## config.mk

```make
export PLATFORM = sky130hd
export DESIGN_NAME = riscv_mc_control_flat
export DESIGN_NICKNAME = d
export VERILOG_FILES = /design/src/rtl/riscv_ctrl_pkg.sv /design/src/rtl/riscv_mc_control_if.sv /design/src/rtl/riscv_alu_decoder.sv /design/src/rtl/riscv_mc_control.sv /design/src/flat_wrapper.sv
export SDC_FILE = /design/constraint.sdc
export NUM_CORES = 1
export LEC_CHECK = 0
export CORE_ASPECT_RATIO = 1.1
export CORE_UTILIZATION = 36
export DETAILED_ROUTE_END_ITERATION = 10
export PLACE_DENSITY = 0.82
export SLEW_MARGIN = 20
export SYNTH_ARGS = -nofsm -noshare
export SYNTH_HDL_FRONTEND = slang
export SYNTH_HIERARCHICAL = 1
export SYNTH_SLANG_ARGS = --single-unit
```

## constraint.sdc

```tcl
create_clock -name clk -period 2.3 [get_ports clk]
set_input_delay 0.46 -clock clk [delete_from_list [all_inputs] [get_ports clk]]
set_output_delay 0.46 -clock clk [all_outputs]
set_load 0.01 [all_outputs]
```

## src/rtl/riscv_ctrl_pkg.sv

```systemverilog
// Shared definitions for the RV32I multicycle control unit: opcode constants,
// FSM state encodings, ALUOp/ALUControl codes and datapath mux select codes.
package riscv_ctrl_pkg;

  localparam int unsigned OP_W = 7;  // opcode field width, fixed by the ISA
  localparam int unsigned ST_W = 4;  // state register width

  localparam logic [OP_W-1:0] OP_LW  = 7'b0000011;
  localparam logic [OP_W-1:0] OP_SW  = 7'b0100011;
  localparam logic [OP_W-1:0] OP_R   = 7'b0110011;
  localparam logic [OP_W-1:0] OP_I   = 7'b0010011;
  localparam logic [OP_W-1:0] OP_BEQ = 7'b1100011;
  localparam logic [OP_W-1:0] OP_JAL = 7'b1101111;

  typedef enum logic [ST_W-1:0] {
    S_FETCH    = 4'd0,
    S_DECODE   = 4'd1,
    S_MEMADR   = 4'd2,
    S_MEMREAD  = 4'd3,
    S_MEMWB    = 4'd4,
    S_MEMWRITE = 4'd5,
    S_EXECUTER = 4'd6,
    S_EXECUTEI = 4'd7,
    S_ALUWB    = 4'd8,
    S_BEQ      = 4'd9,
    S_JAL      = 4'd10
  } state_e;

  typedef enum logic [1:0] {
    ALUOP_ADD   = 2'b00,
    ALUOP_SUB   = 2'b01,
    ALUOP_FUNCT = 2'b10
  } alu_op_e;

  localparam logic [2:0] ALU_ADD = 3'b000;
  localparam logic [2:0] ALU_SUB = 3'b001;
  localparam logic [2:0] ALU_AND = 3'b010;
  localparam logic [2:0] ALU_OR  = 3'b011;
  localparam logic [2:0] ALU_SLT = 3'b101;

  localparam logic [1:0] IMM_I = 2'b00;
  localparam logic [1:0] IMM_S = 2'b01;
  localparam logic [1:0] IMM_B = 2'b10;
  localparam logic [1:0] IMM_J = 2'b11;

  localparam logic [1:0] RES_ALUOUT    = 2'b00;
  localparam logic [1:0] RES_DATA      = 2'b01;
  localparam logic [1:0] RES_ALURESULT = 2'b10;

  localparam logic [1:0] SRCA_PC    = 2'b00;
  localparam logic [1:0] SRCA_OLDPC = 2'b01;
  localparam logic [1:0] SRCA_RD1   = 2'b10;

  localparam logic [1:0] SRCB_RD2  = 2'b00;
  localparam logic [1:0] SRCB_IMM  = 2'b01;
  localparam logic [1:0] SRCB_FOUR = 2'b10;

  function automatic logic op_supported(input logic [OP_W-1:0] op);
    return (op == OP_LW) || (op == OP_SW) || (op == OP_R) ||
           (op == OP_I) || (op == OP_BEQ) || (op == OP_JAL);
  endfunction

endpackage

```

## src/rtl/riscv_mc_control_if.sv

```systemverilog
// Control-unit <-> datapath bundle.
//   master: control unit (reads instruction fields and zero, drives controls)
//   slave : datapath side (drives instruction fields and zero, reads controls)
interface riscv_mc_control_if;
  import riscv_ctrl_pkg::*;

  logic [OP_W-1:0] op;
  logic [2:0]      funct3;
  logic            funct7b5;
  logic            zero;
  logic            PCWrite;
  logic            AdrSrc;
  logic            MemWrite;
  logic            IRWrite;
  logic [1:0]      ResultSrc;
  logic [2:0]      ALUControl;
  logic [1:0]      ALUSrcA;
  logic [1:0]      ALUSrcB;
  logic [1:0]      ImmSrc;
  logic            RegWrite;
  logic            instr_done;
  logic            illegal;
  logic [ST_W-1:0] state_dbg;

  modport master (
    input  op, funct3, funct7b5, zero,
    output PCWrite, AdrSrc, MemWrite, IRWrite, ResultSrc, ALUControl, ALUSrcA, ALUSrcB,
           ImmSrc, RegWrite, instr_done, illegal, state_dbg
  );

  modport slave (
    output op, funct3, funct7b5, zero,
    input  PCWrite, AdrSrc, MemWrite, IRWrite, ResultSrc, ALUControl, ALUSrcA, ALUSrcB,
           ImmSrc, RegWrite, instr_done, illegal, state_dbg
  );

endinterface

```

## src/rtl/riscv_alu_decoder.sv

```systemverilog
// ALU decoder: maps ALUOp/funct3/op[5]/funct7b5 to ALUControl.
//   alu_op_i, funct3_i, op5_i, funct7b5_i : decode inputs
//   alu_control_o                         : ALU operation code
//   funct_illegal_o                       : funct3 is not one of add/sub, slt, or, and
module riscv_alu_decoder
  import riscv_ctrl_pkg::*;
(
  input  alu_op_e    alu_op_i,
  input  logic [2:0] funct3_i,
  input  logic       op5_i,
  input  logic       funct7b5_i,
  output logic [2:0] alu_control_o,
  output logic       funct_illegal_o
);

  // Reported independently of alu_op so the FSM can flag it while still in DECODE.
  assign funct_illegal_o = !((funct3_i == 3'b000) || (funct3_i == 3'b010) ||
                             (funct3_i == 3'b110) || (funct3_i == 3'b111));

  always_comb begin
    alu_control_o = ALU_ADD;
    case (alu_op_i)
      ALUOP_ADD: alu_control_o = ALU_ADD;
      ALUOP_SUB: alu_control_o = ALU_SUB;
      ALUOP_FUNCT: begin
        case (funct3_i)
          // op5 separates R-type from immediate forms: addi never subtracts.
          3'b000:  alu_control_o = (op5_i && funct7b5_i) ? ALU_SUB : ALU_ADD;
          3'b010:  alu_control_o = ALU_SLT;
          3'b110:  alu_control_o = ALU_OR;
          3'b111:  alu_control_o = ALU_AND;
          default: alu_control_o = ALU_ADD;
        endcase
      end
      default: alu_control_o = ALU_ADD;
    endcase
  end

endmodule

```

## src/rtl/riscv_mc_control.sv

```systemverilog
// Multicycle control unit for the RV32I datapath.
//   clk   : rising-edge clock
//   clr_n : asynchronous active-low reset (forces FETCH)
//   bus   : instruction fields and zero in; datapath controls, instr_done,
//           illegal and state_dbg out
module riscv_mc_control
  import riscv_ctrl_pkg::*;
(
  input logic               clk,
  input logic               clr_n,
  riscv_mc_control_if.master bus
);

  state_e     state_q, state_d;
  alu_op_e    alu_op;
  logic       pc_update;
  logic       branch;
  logic       funct_illegal;
  logic [2:0] alu_control;
  logic       is_alu_op;

  assign is_alu_op = (bus.op == OP_R) || (bus.op == OP_I);

  riscv_alu_decoder u_alu_decoder (
    .alu_op_i        (alu_op),
    .funct3_i        (bus.funct3),
    .op5_i           (bus.op[5]),
    .funct7b5_i      (bus.funct7b5),
    .alu_control_o   (alu_control),
    .funct_illegal_o (funct_illegal)
  );

  always_ff @(posedge clk or negedge clr_n) begin
    if (!clr_n) begin
      state_q <= S_FETCH;
    end else begin
      state_q <= state_d;
    end
  end

  // Next state and Moore decode of the current state.
  always_comb begin
    state_d        = S_FETCH;
    alu_op         = ALUOP_ADD;
    pc_update      = 1'b0;
    branch         = 1'b0;
    bus.AdrSrc     = 1'b0;
    bus.MemWrite   = 1'b0;
    bus.IRWrite    = 1'b0;
    bus.ResultSrc  = RES_ALUOUT;
    bus.ALUSrcA    = SRCA_PC;
    bus.ALUSrcB    = SRCB_RD2;
    bus.RegWrite   = 1'b0;
    bus.instr_done = 1'b0;
    bus.illegal    = 1'b0;

    case (state_q)
      S_FETCH: begin
        bus.IRWrite   = 1'b1;
        bus.ALUSrcB   = SRCB_FOUR;
        bus.ResultSrc = RES_ALURESULT;
        pc_update     = 1'b1;
        state_d       = S_DECODE;
      end
      S_DECODE: begin
        // Speculative branch target: OldPC + ImmExt.
        bus.ALUSrcA = SRCA_OLDPC;
        bus.ALUSrcB = SRCB_IMM;
        bus.illegal = !op_supported(bus.op) || (is_alu_op && funct_illegal);
        case (bus.op)
          OP_LW, OP_SW: state_d = S_MEMADR;
          OP_R:         state_d = S_EXECUTER;
          OP_I:         state_d = S_EXECUTEI;
          OP_BEQ:       state_d = S_BEQ;
          OP_JAL:       state_d = S_JAL;
          default:      state_d = S_FETCH;
        endcase
      end
      S_MEMADR: begin
        bus.ALUSrcA = SRCA_RD1;
        bus.ALUSrcB = SRCB_IMM;
        if (bus.op == OP_LW) begin
          state_d = S_MEMREAD;
        end else if (bus.op == OP_SW) begin
          state_d = S_MEMWRITE;
        end
      end
      S_MEMREAD: begin
        bus.AdrSrc = 1'b1;
        state_d    = S_MEMWB;
      end
      S_MEMWB: begin
        bus.ResultSrc  = RES_DATA;
        bus.RegWrite   = 1'b1;
        bus.instr_done = 1'b1;
      end
      S_MEMWRITE: begin
        bus.AdrSrc     = 1'b1;
        bus.MemWrite   = 1'b1;
        bus.instr_done = 1'b1;
      end
      S_EXECUTER: begin
        bus.ALUSrcA = SRCA_RD1;
        bus.ALUSrcB = SRCB_RD2;
        alu_op      = ALUOP_FUNCT;
        state_d     = S_ALUWB;
      end
      S_EXECUTEI: begin
        bus.ALUSrcA = SRCA_RD1;
        bus.ALUSrcB = SRCB_IMM;
        alu_op      = ALUOP_FUNCT;
        state_d     = S_ALUWB;
      end
      S_ALUWB: begin
        bus.RegWrite   = 1'b1;
        bus.instr_done = 1'b1;
      end
      S_BEQ: begin
        bus.ALUSrcA    = SRCA_RD1;
        bus.ALUSrcB    = SRCB_RD2;
        alu_op         = ALUOP_SUB;
        branch         = 1'b1;
        bus.instr_done = 1'b1;
      end
      S_JAL: begin
        // PC takes the jump target computed in DECODE; ALU forms the link value.
        bus.ALUSrcA = SRCA_OLDPC;
        bus.ALUSrcB = SRCB_FOUR;
        pc_update   = 1'b1;
        state_d     = S_ALUWB;
      end
      default: state_d = S_FETCH;
    endcase
  end

  always_comb begin
    case (bus.op)
      OP_SW:   bus.ImmSrc = IMM_S;
      OP_BEQ:  bus.ImmSrc = IMM_B;
      OP_JAL:  bus.ImmSrc = IMM_J;
      default: bus.ImmSrc = IMM_I;
    endcase
  end

  assign bus.PCWrite    = pc_update || (branch && bus.zero);
  assign bus.ALUControl = alu_control;
  assign bus.state_dbg  = state_q;

endmodule

```

## src/flat_wrapper.sv

```systemverilog
// flat-port wrapper written by rule: the top's interface ports become plain ports
module riscv_mc_control_flat import riscv_ctrl_pkg::*;
  (clk, clr_n, bus_op, bus_funct3, bus_funct7b5, bus_zero, bus_PCWrite, bus_AdrSrc, bus_MemWrite, bus_IRWrite, bus_ResultSrc, bus_ALUControl, bus_ALUSrcA, bus_ALUSrcB, bus_ImmSrc, bus_RegWrite, bus_instr_done, bus_illegal, bus_state_dbg);
  riscv_mc_control_if bus_i ();
  input logic clk;
  input logic clr_n;
  input wire logic [$bits(bus_i.op)-1:0] bus_op;
  input wire logic [$bits(bus_i.funct3)-1:0] bus_funct3;
  input wire logic [$bits(bus_i.funct7b5)-1:0] bus_funct7b5;
  input wire logic [$bits(bus_i.zero)-1:0] bus_zero;
  output wire logic [$bits(bus_i.PCWrite)-1:0] bus_PCWrite;
  output wire logic [$bits(bus_i.AdrSrc)-1:0] bus_AdrSrc;
  output wire logic [$bits(bus_i.MemWrite)-1:0] bus_MemWrite;
  output wire logic [$bits(bus_i.IRWrite)-1:0] bus_IRWrite;
  output wire logic [$bits(bus_i.ResultSrc)-1:0] bus_ResultSrc;
  output wire logic [$bits(bus_i.ALUControl)-1:0] bus_ALUControl;
  output wire logic [$bits(bus_i.ALUSrcA)-1:0] bus_ALUSrcA;
  output wire logic [$bits(bus_i.ALUSrcB)-1:0] bus_ALUSrcB;
  output wire logic [$bits(bus_i.ImmSrc)-1:0] bus_ImmSrc;
  output wire logic [$bits(bus_i.RegWrite)-1:0] bus_RegWrite;
  output wire logic [$bits(bus_i.instr_done)-1:0] bus_instr_done;
  output wire logic [$bits(bus_i.illegal)-1:0] bus_illegal;
  output wire logic [$bits(bus_i.state_dbg)-1:0] bus_state_dbg;
  assign bus_i.op = bus_op;
  assign bus_i.funct3 = bus_funct3;
  assign bus_i.funct7b5 = bus_funct7b5;
  assign bus_i.zero = bus_zero;
  assign bus_PCWrite = bus_i.PCWrite;
  assign bus_AdrSrc = bus_i.AdrSrc;
  assign bus_MemWrite = bus_i.MemWrite;
  assign bus_IRWrite = bus_i.IRWrite;
  assign bus_ResultSrc = bus_i.ResultSrc;
  assign bus_ALUControl = bus_i.ALUControl;
  assign bus_ALUSrcA = bus_i.ALUSrcA;
  assign bus_ALUSrcB = bus_i.ALUSrcB;
  assign bus_ImmSrc = bus_i.ImmSrc;
  assign bus_RegWrite = bus_i.RegWrite;
  assign bus_instr_done = bus_i.instr_done;
  assign bus_illegal = bus_i.illegal;
  assign bus_state_dbg = bus_i.state_dbg;
  riscv_mc_control u_core (.clk(clk), .clr_n(clr_n), .bus(bus_i));
endmodule
```

==> results.md <==
- ANT cells: 0
- Crit path launch type: register
- R2R Setup Slk: 0.61 ns
- Pwr dens: 568 nW/um2
- Inserted Clock Buffers: 3
- GRT Overall Usage: 26.4%
- Worst-Skew Late Latency: 0.24 ns
- # nets final: 152
- Initial antenna violation count: 0
- Largest net degree at the start of global routing: 17
- Class of the most critical setup path: reg2out
- Detailed Route Iter0 Violations: 20
- H-tree levels: 1
- Total power: 0.000671 W
- Worst Reg-to-Reg Cells: 4
- Clk root buf: clkbuf_4
- Initial Util: 38.6%
- CP max stage cell: clkdlybuf4s50_1
- Worst R2R End: u_core/bus.state_dbg[1]
- Final Skew: 0.00218 ns
- Final Max Tran Viols: 0
- Largest family of logic cells by synthesized area: simple AND/OR/NAND/NOR gates
- Seq/Total Area, Yosys: 16.7%
- Adder-cell share of the synthesized area: 4.17%
- Cell Area, Synth: 601 um2
- Family with the most delay on the worst path: buffers and inverters
- Max cap viols: 0
- Total Negative Setup Slacks: 0 ns
- Cell Chain, Critical Path: buf_4 > nand2_1 > o22a_1 > nor2_1 > clkdlybuf4s50_1
- Die Ht: 44.8 um
- Syn-to-layout area delta: 96.7%
- Share of cells above drive strength 1: 32.8%
- Top Ports: 36
- Post-Syn Nets: 96
- Yosys reg bits: 4
- Worst vdd ir: 0.300 mV
- Clock buffer depth: 2
- Antenna Violating Nets Remaining: 0
- Maximum fanout along the worst path: 14
- Fin crit share: 97.1%
- Period minus WS final: 2.23 ns
- Status: complete, but fails checks
- HPWL Detailed: 1.54 mm
- Final setup viols: 0
- Synth Area in Compound Gates: 19.6%
- Worst Path Required: 1.84 ns
- Die outline area: 1840 um2
- Synth unique cells: 34
- Post CTS Setup Buffer Count: 0
- Placed inst area: 1100 um2
- Die Width: 40.9 um
- Xor/xnor share of the synthesized area: 4.38%
- HP Class: in2async
- CP endpoint kind: primary output
- Max FFs per register: 4
- Arr. time, crit path: 1.77 ns
- Clk sinks: 4
- DR pass1 iterations: 7
- WP depth: 5
- Vias in the first global route: 760
- Post-synthesis cell count: 80
- Synth Area per Inst: 7.51 um2
- GP Congestion: 0.753
- Post-synthesis mux area share: 0%
- Fmax: 448 MHz
- RSZ-0062 raised after global routing: yes
- Hold_buf cts: 0
- Lkg Pwr: 0.582 nW
- Synth Area in Simple Gates: 47.5%
- Synth warnings: 6
- Number of fill cells: 127
- Core area: 1560 um2
- Drt total wl: 2.18 mm
- WL/cell: 14.4 um
- DRC Markers: 2
- FP Rows: 15
- First-pass GRT wire length: 3.22 mm
- RR Startpoint: u_core/bus.state_dbg[0]
- Final core occ: 75.8%
- Worst path buffer plus inverter count: 2
- CTS clk-pin slew, worst paths: 0.04 ns
- CP peak stage delay: 0.55 ns
- Failing checks: design-rule violations
- Tightest Pin Transition: 0.284 ns
- GRT Residual Overflow: 0
- CTS tree: built
- Final Hold Viols: 0
- Vias: 815
- Detailed-route vias per instance: 5.40
- IO buf count: 35
- Slew margin rel.: 80.9%
- Cell area after layout: 1180 um2
## metrics by stage
step	instances	setup WS [ns]	hold slack, ns
after floorplan	80	0.0116	0.164
after global placement	148	-0.241	0.657
after detailed placement	148	-0.261	0.671
after CTS	151	0.00454	0.419
after global routing	151	-0.0233	0.435
final	151	0.0675	0.422
## cell usage after synthesis
cell / n / area [um2]
a21o_1: 2 / 15.0
a211oi_1: 1 / 7.51
a21bo_2: 1 / 10.0
a22o_1: 1 / 8.76
dfrtp_1: 4 / 100
a21boi_2: 1 / 11.3
nor4b_2: 1 / 15.0
nand3b_1: 1 / 7.51
and4bb_2: 1 / 12.5
nor4_1: 4 / 25.0
a221oi_2: 1 / 15.0
ha_1: 2 / 25.0
nand2_1: 7 / 26.3
inv_1: 5 / 18.8
buf_2: 4 / 20.0
and3b_1: 1 / 8.76
a311oi_1: 1 / 8.76
nor2b_1: 2 / 12.5
buf_4: 1 / 7.51
nand3_1: 3 / 15.0
and2_1: 4 / 25.0
nor3b_1: 6 / 45.0
o22a_1: 1 / 8.76
nand4_1: 2 / 12.5
a31o_1: 1 / 8.76
or4b_1: 1 / 10.0
nand2b_1: 4 / 25.0
nor2_1: 7 / 26.3
xnor2_1: 3 / 26.3
nor3_1: 2 / 10.0
and4_1: 1 / 8.76
a31oi_1: 1 / 6.26
o211ai_1: 1 / 7.51
a21oi_1: 2 / 10.0
## report_power, final
part	internal (W)	total, W	leakage, nW	switching, W
logic	0.000261	0.000487	0.515	0.000226
clock network	0.0000586	0.0000911	0.0138	0.0000325
registers	0.0000813	0.0000928	0.0535	0.0000116
total	0.000401	0.000671	0.582	0.000270
## logic make-up (layout without fill, tap and decap cells)
group / count (synthesis) / after routing
DFF: 4 / 4
xor gates and xnor gates: 3 / 3
buffers and inverters: 10 / 64
and+or+nand+nor: 47 / 47
adders and majority gates: 2 / 2
AOI/OAI and AO/OA: 14 / 14
## what timing repair did
| action | in CTS | in global routing |
|---|---|---|
| resized for setup | 31 | 12 |
| setup endpoints to repair | 13 | 10 |
| pin swaps | 4 | 2 |
## routing by layer
layer / track usage (%) / wire, um / vias up
li1: - / - / 400
met1: 26.3 / 791 / 364
met2: 46.3 / 1180 / 43
met3: 6.40 / 140 / 8
met4: 16.0 / 68 / 0
met5: 0 / 0 / -
## cell usage in the layout (no fill, tap or decap), drive strengths merged, types with 2 or more instances in the layout
cell type,instances
dlymetal6s2s,4
clkbuf,4
xnor2,3
and2,4
nor3,2
nor3b,6
nor2b,2
a21oi,2
ha,2
nand3,3
nand4,2
inv,5
dlygate4sd2,10
clkdlybuf4s50,17
nor4,4
dfrtp,4
nand2b,4
buf,24
a21o,2
nor2,7
nand2,7
## worst max path at each step
| stage | from | to | slack (ns) |
|---|---|---|---|
| final | u_core/bus.state_dbg[3] | bus_ALUSrcA[0] | 0.07 |
| after global placement | bus_op[4] | bus_illegal | -0.24 |
| after CTS | u_core/bus.state_dbg[1] | bus_ALUSrcB[0] | 0.005 |
| after floorplan | u_core/bus.state_dbg[1] | bus_ALUControl[2] | 0.01 |
| after global routing | u_core/bus.state_dbg[1] | bus_ALUSrcA[0] | -0.02 |
| after detailed placement | bus_op[4] | bus_illegal | -0.26 |
## final cells by class
class / instances / area, um2 / share of cell area (%)
clock buffer: 3 / 22.5 / 1.91
inverter: 5 / 18.8 / 1.59
multi-input combinational: 66 / 529 / 44.8
sequential: 4 / 100 / 8.47
tap: 17 / 21.3 / 1.80
timing repair buffer: 56 / 489 / 41.4
Note: power is estimated with default switching activity, not from simulation.
